File: config.mk
export PLATFORM = sky130hd
export DESIGN_NAME = axis_stream_scheduler
export DESIGN_NICKNAME = d
export VERILOG_FILES = /design/src/rtl/axis_stream_scheduler.sv
export SDC_FILE = /design/constraint.sdc
export NUM_CORES = 1
export LEC_CHECK = 0
export BUFFER_PORTS_ARGS = -buffer_cell sky130_fd_sc_hd__buf_2
export CAP_MARGIN = 15
export CORE_ASPECT_RATIO = 0.9
export CORE_UTILIZATION = 41
export DETAILED_ROUTE_END_ITERATION = 6
export PLACE_DENSITY = 0.87
export SLEW_MARGIN = 20
export SYNTH_ARGS = -nofsm -noshare
export SYNTH_HDL_FRONTEND = slang
export SYNTH_SLANG_ARGS = --single-unit
File: constraint.sdc
create_clock -name aclk -period 3 [get_ports aclk]
set_input_delay 0.9 -clock aclk [delete_from_list [all_inputs] [get_ports aclk]]
set_output_delay 0.9 -clock aclk [all_outputs]
set_load 0.005 [all_outputs]
File: src/rtl/axis_stream_scheduler.sv
// Round-robin burst scheduler sharing one AXI4-Stream sink between NUM_SRC
// sources. Each grant passes burst_len words from one source, tagged via tdest.
//
// Ports:
//   aclk, aresetn     clock, asynchronous active-low reset
//   src_enable        per-source eligibility mask
//   burst_len         words per grant, sampled when a grant is made (0 -> 1)
//   s_axis_*          packed per-source streams, source i at [i*W +: W]
//   m_axis_*          muxed output stream, tdest = granted source,
//                     tlast = final word of the burst
//   busy              high while a grant is held
module axis_stream_scheduler #(
    parameter int AXI_DATA_WIDTH = 32,
    parameter int NUM_SRC        = 4,
    parameter int SRC_ID_WIDTH   = 2,
    parameter int LEN_WIDTH      = 16
) (
    input  logic                              aclk,
    input  logic                              aresetn,
    input  logic [NUM_SRC-1:0]                src_enable,
    input  logic [LEN_WIDTH-1:0]              burst_len,
    input  logic [NUM_SRC*AXI_DATA_WIDTH-1:0] s_axis_tdata,
    input  logic [NUM_SRC-1:0]                s_axis_tvalid,
    output logic [NUM_SRC-1:0]                s_axis_tready,
    output logic [AXI_DATA_WIDTH-1:0]         m_axis_tdata,
    output logic                              m_axis_tvalid,
    input  logic                              m_axis_tready,
    output logic                              m_axis_tlast,
    output logic [SRC_ID_WIDTH-1:0]           m_axis_tdest,
    output logic                              busy
);

    localparam int W = AXI_DATA_WIDTH;

    typedef enum logic {
        IDLE,
        BURST
    } state_t;

    state_t                  state, state_d;
    logic [SRC_ID_WIDTH-1:0] grant, grant_d;
    logic [SRC_ID_WIDTH-1:0] last_grant, last_grant_d;
    logic [LEN_WIDTH-1:0]    count, count_d;
    logic [LEN_WIDTH-1:0]    len, len_d;

    logic [NUM_SRC-1:0]      cand;
    logic                    found;
    logic [SRC_ID_WIDTH-1:0] pick;
    logic                    xfer;
    logic                    at_last;

    // Search upward from last_grant+1 so the previous winner is tried last.
    always_comb begin
        cand  = src_enable & s_axis_tvalid;
        found = 1'b0;
        pick  = '0;
        for (int k = 1; k <= NUM_SRC; k++) begin
            if (!found && cand[(int'(last_grant) + k) % NUM_SRC]) begin
                found = 1'b1;
                pick  = SRC_ID_WIDTH'((int'(last_grant) + k) % NUM_SRC);
            end
        end
    end

    // Pass-through of the granted source; everything is low outside a burst.
    always_comb begin
        m_axis_tdata  = '0;
        m_axis_tvalid = 1'b0;
        s_axis_tready = '0;
        m_axis_tdest  = '0;
        m_axis_tlast  = 1'b0;
        busy          = 1'b0;
        if (state == BURST) begin
            for (int i = 0; i < NUM_SRC; i++) begin
                if (grant == SRC_ID_WIDTH'(i)) begin
                    m_axis_tdata     = s_axis_tdata[i*W +: W];
                    m_axis_tvalid    = s_axis_tvalid[i];
                    s_axis_tready[i] = m_axis_tready;
                end
            end
            m_axis_tdest = grant;
            m_axis_tlast = at_last & m_axis_tvalid;
            busy         = 1'b1;
        end
    end

    assign at_last = (count == len - LEN_WIDTH'(1));
    assign xfer    = m_axis_tvalid & m_axis_tready;

    always_comb begin
        state_d      = state;
        grant_d      = grant;
        last_grant_d = last_grant;
        count_d      = count;
        len_d        = len;
        case (state)
            IDLE: begin
                if (found) begin
                    state_d = BURST;
                    grant_d = pick;
                    count_d = '0;
                    len_d   = (burst_len == '0) ? LEN_WIDTH'(1) : burst_len;
                end
            end
            BURST: begin
                if (xfer) begin
                    if (at_last) begin
                        state_d      = IDLE;
                        last_grant_d = grant;
                        count_d      = '0;
                    end else begin
                        count_d = count + LEN_WIDTH'(1);
                    end
                end
            end
            default: state_d = IDLE;
        endcase
    end

    always_ff @(posedge aclk or negedge aresetn) begin
        if (!aresetn) begin
            state      <= IDLE;
            grant      <= '0;
            last_grant <= SRC_ID_WIDTH'(NUM_SRC - 1);
            count      <= '0;
            len        <= '0;
        end else begin
            state      <= state_d;
            grant      <= grant_d;
            last_grant <= last_grant_d;
            count      <= count_d;
            len        <= len_d;
        end
    end

endmodule

## Word level (Yosys, flattened, before mapping)

Cells that the tools add are included.

| word-level totals | value |
|---|---|
| logic and storage cells | 92 |
| register bits | 37 |
| output and inout bits | 41 |

| operators by class | value |
|---|---|
| reduce and logical (&&, ||, !) cells | 15 |
| bitwise logic cells | 8 |
| eq/ne operators | 6 |
| add/subtract/negate cells | 6 |
| $lt $le $gt $ge | 4 |
| mux-type cells | 48 |

Operator list:

| operator | number |
|---|---|
| 32-bit 2-to-1 mux | 5 |
| 16-bit 2-to-1 mux | 4 |
| 16-bit case mux with 2 select lines | 1 |
| 1-bit 2-to-1 mux | 27 |
| 16-bit by 1-bit adder with 16-bit output (second input constant) | 1 |
| 16-bit == test | 1 |
| 16-bit logical NOT | 1 |
| 3-bit by 4-bit < comparator with 1-bit output (second input constant) | 4 |
| 16-bit by 1-bit subtractor with 16-bit output (second input constant) | 1 |
| 2-bit 2-to-1 mux | 5 |
| 1-bit binary-select mux with 2-bit select | 4 |
| 2-bit OR reduction | 4 |
| 2-bit by 1-bit adder with 2-bit output (second input constant) | 2 |
| 2-bit adder (second input constant) | 2 |
| 1-bit AND (first input constant) | 4 |
| 4-bit AND | 1 |
| 2-bit == test (second input constant) | 2 |
| 4-bit 2-to-1 mux | 1 |
| 2-bit AND reduction | 2 |
| 1-bit logical AND | 3 |
| 1-bit logical NOT | 3 |
| 3-bit AND reduction | 1 |
| 1-bit AND | 2 |
| 2-bit by 1-bit == test with 1-bit output (second input constant) | 1 |
| 5 further kinds | 5 |

## Logic depth before layout (Yosys ltp)

| logic depth | value |
|---|---|
| depth in word-level cells | 18 |
| depth in mapped cells | 9 |

## Worst setup path before layout

OpenSTA, ideal clock, no wires.

| timing path | value |
|---|---|
| path type | flip-flop to output port |
| start | reg len[0] |
| end | out m_axis_tlast |
| arrival time | 2296 ps |
| stages on the path, launching flop included | 9 |
| path slack | -196 ps |
| cells stage by stage | dfrtp_1 > inv_1 > ha_1 > or3b_2 > o31a_1 > nor4_2 > o32ai_2 > nor4_1 > and2_1 |

| on the way | value |
|---|---|
| cells in the longest elaborated chain, start to end | 4 |

RTL lines:

| what | line | source |
|---|---|---|
| start: declaration | 44 | `logic [LEN_WIDTH-1:0] len, len_d;` |
| start signal: assignment | 132 | `len <= len_d;` |
| 16-bit by 1-bit subtractor with 16-bit output | 87 | `assign at_last = (count == len - LEN_WIDTH'(1));` |
| 16-bit == test | 87 |  |
| 1-bit AND | 82 | `m_axis_tlast = at_last & m_axis_tvalid;` |
| 1-bit 2-to-1 mux | 73 | `if (state == BURST) begin` |
| end: declaration | 28 | `output logic m_axis_tlast,` |

Every way passes these cells.

## Worst setup path after layout

| timing path | value |
|---|---|
| start | reg len[1] |
| end | out m_axis_tlast |

The elaborated chain is that of the path after synthesis.

==> summary.md <==
| Metric | Value |
|---|---|
| Initial antenna violation count | 2 |
| Vias | 3984 |
| Number of flops mapped to enable cells by yosys | 0 |
| Final core occ | ~61% |
| Worst hold slack | 0.5388 ns |
| WL/cell | 19.34 um |
| Layout net count | about 730 |
| GPL Wtd Cong | 0.9514 |
| R2R Setup Slk | around 0.1 ns |
| CTS sink cnt | 37 |
| Std cell rows | 31 |
| Critical Path Sink Type | output pin |
| Min-Delay Endpoint | len[15]$_DFFE_PN0P_ |
| Worst Tran Pin Value | around 0.84 ns |
| Worst setup SP type | register |
| PD cells | ~440 nW/um^2 |
| DR DRC count | 0 |
| Clk buf depth | 2 |
| Hold Fails Final Rpt | 0 |
| FF-to-FF path depth | 10 |
| HP Class | reg2reg |
| Reg-to-reg endpoint | count[11]$_DFFE_PN0P_ |
| Post-Synthesis Cell Area | about 3500 sq um |
| Flops & latches, synth | 37 |
| Pin count of the biggest net entering global routing | 39 |
| Synth-to-layout area growth | 41.74% |
| Total Power | 0.002192 W |
| Worst-skew pair later-pin latency | 0.31 ns |
| Seq/Total Area, Yosys | 26.41% |
| # Max-Cap Violations | 0 |
| Post-synth cell types | 56 |
| Fmax | 0.2923 GHz |
| Run status | finished with violations |
| Initial DRT Pass Iterations | 5 |
| Vias per inst | between 5 and 6 |
| Top_reg_cell synth | dfrtp_1 |
| Min setup slack post-route | -0.4206 ns |
| Clock Skews | between 0.01 and 0.015 ns |
| Place WS | -0.1033 ns |
| Violated checks | setup timing |
| Detailed-route wire length | between 10000 and 15000 um |
| VDD IR-drop max | 0.0003676 V |
| # port buffers | just under 200 |
| Final ANT Viol Nets | 0 |
| WP buf/inv | 2 |
| Worst path required time | roughly 2.1 ns |
| Final period util | 114.0% |
| Most frequent cells in the layout | buf_2, and2_1, dfrtp_1, mux4_2, buf_4 |
| Commonest non-fill, non-tap cell in the layout | buf_2 |
| Avg Inst Size Synth | just under 10 sq um |
| Total Routing Usage GR | between 30 and 40% |
| Warnings from Yosys | 0 |
| Cell Chain, Critical Path | inv_2 -> ha_4 -> or3b_4 -> nor4b_2 -> a311oi_1 -> a211o_1 -> nor4_1 -> and2_1 -> buf_2 |
| Die ar. | 8950 sq um |
| Die Ht | 89.85 um |
| WP data arrival | around 2.5 ns |
| Max incr delay on CP | approximately 0.41 ns |
| DIE WIDTH | about 100 um |
| Vias in the first global route | 3982 |
| First-pass GRT wire length | about 21000 um |
| Gr ovfl total | 0 |
| Final setup fails | 1 |
| RR Startpoint | len[1]$_DFFE_PN0P_ |
| Relative slew slack | 44.31% |
| Top Family by Delay on Critical Path | simple AND/OR/NAND/NOR gates |
| Unrepaired setup endpoints after global routing | true |
| Min Tclk post-route | ~3.4 ns |
| Clk root buf | clkbuf_8 |
| CTS tree | done |
| Hold path cells | 1 |
| Post-synthesis net count | between 500 and 600 |
| Total CTS buffers | 5 |
| Post-detail-place hpwl | around 11000 um |
| H-tree levels | 2 |
| Hold buffers post-CTS | 0 |
| Async set or reset register ratio after synthesis | 100.0% |
| Top-Level Pins | around 200 |
| Worst path slowest cell | dfrtp_1 |
| Layout cell share with drive strength beyond 1 | a little over half |
| Core ar. | ~8200 sq um |
| Post-Syn Instances | about 360 |
| Max-slew violations | 0 |
| Kind of critical path | reg2out |
| Starting Density | 42.96% |
| Detailed Route Iter0 Violations | slightly below 200 |
| Critical path fanouts, max | 5 |
| Startpoint of the worst hold path | len[15]$_DFFE_PN0P_ |
| Static Leak | about 2.3 nW |
| Worst-path clk slew | about 0.08 ns |
==> kinds of logic (layout without fill, tap and decap cells) <==
logic type | count (synthesis) | in the layout | share of synthesized area, %
and+or+nand+nor | 157 | 157 | 24.91
AOI/OAI and AO/OA | 66 | 66 | 14.34
muxes | 49 | 49 | 26.26
DFF | 37 | 37 | 26.41
buffers and inverters | 29 | 245 | 3.381
xor gates and xnor gates | 16 | 16 | 3.986
adders and majority gates | 2 | 2 | 0.7116
other | 0 | 4 | 0
==> where the power goes <==
part           internal, W  switching, W
Sequential        0.000570     0.0000979
Clock             0.000164      0.000201
Combinational     0.000633      0.000526
Total              0.00137      0.000825
==> what timing repair did <==
item / 4_1_cts / 5_1_grt
hold endpoints to repair: 0 / 0
setup buffers: 1 / 1
gates resized for setup: 1 / 4
setup endpoints to repair: 1 / 11
cloned: 0 / 0
pin swaps: 1 / 0
==> registers in the layout (all words and copies together), names as in the netlist <==
name,cells
last_grant,2
state,1
grant,2
count,16
len,16
==> worst max-delay path by stage <==
| stage | start | to | cells after the start |
|---|---|---|---|
| 4_1_cts | len[1]$_DFFE_PN0P_ | m_axis_tlast | 9 |
| 5_1_grt | len[1]$_DFFE_PN0P_ | m_axis_tlast | 9 |
| 2_1_floorplan | len[0]$_DFFE_PN0P_ | m_axis_tlast | 8 |
| 6_report | len[1]$_DFFE_PN0P_ | m_axis_tlast | 9 |
| 3_5_place_dp | len[0]$_DFFE_PN0P_ | m_axis_tlast | 7 |
| 3_3_place_gp | len[0]$_DFFE_PN0P_ | m_axis_tlast | 7 |
==> synthesized netlist by cell type, types with 2 or more instances <==
cell type  count  share of area, %
xnor2_1        8               2.0
nand2b_1       8               1.4
buf_2          2              0.28
nor3_1        14               2.0
and3_1         5              0.89
xor2_1         8               2.0
nor4_1        13               2.3
a31oi_1        3              0.53
nor2_1        18               1.9
o21ai_0       15               2.1
and2_1        39               6.9
a311oi_1       2              0.50
buf_1          5              0.53
o2bb2ai_1      4               1.0
nor4b_1        2              0.50
nand2_1       23               2.5
o311ai_0       2              0.50
dfrtp_1       35                25
clkbuf_1      12               1.3
mux2_2        16               5.1
nor3b_1        2              0.43
ha_1           2              0.71
inv_1          9              0.96
or2_2          2              0.36
a21o_1         4              0.85
a21oi_1       10               1.4
dfstp_2        2               1.5
or3_1          2              0.36
or4_1          2              0.43
nand3_1       13               1.9
a211oi_1       3              0.64
nor2b_1        8               1.4
mux4_2        33                21
a22o_1         8               2.0
==> area by class of cell <==
type	count	area, sq um
clock inverter	2	15.01
tap	115	143.9
clock buffer	6	72.57
multi-input combinational	290	2542
sequential	37	929.6
antenna	4	10.01
inverter	9	33.78
fill	714	3201
timing repair buffer	228	1236
==> through the flow <==
step                      TNS (ns)  cell area [sq um]  cells
after CTS                  -0.4094               4952    686
after floorplan           -0.02181               3573    356
after global placement    -0.06658               4852    677
after global routing       -0.5186               4976    688
after detailed placement   -0.1033               4852    677
final                      -0.4206               4984    691
==> routing by layer <==
metal	part of all wire (%)	vias up	GRT usage [%]	routed length (um)
li1	-	1804	-	-
met1	40	1934	39.09	5310
met2	49	210	50.93	6559
met3	8.0	34	6.221	1073
met4	3.1	2	12.13	411
met5	0.060	-	0	8
Power figures use the tool's default switching activity.
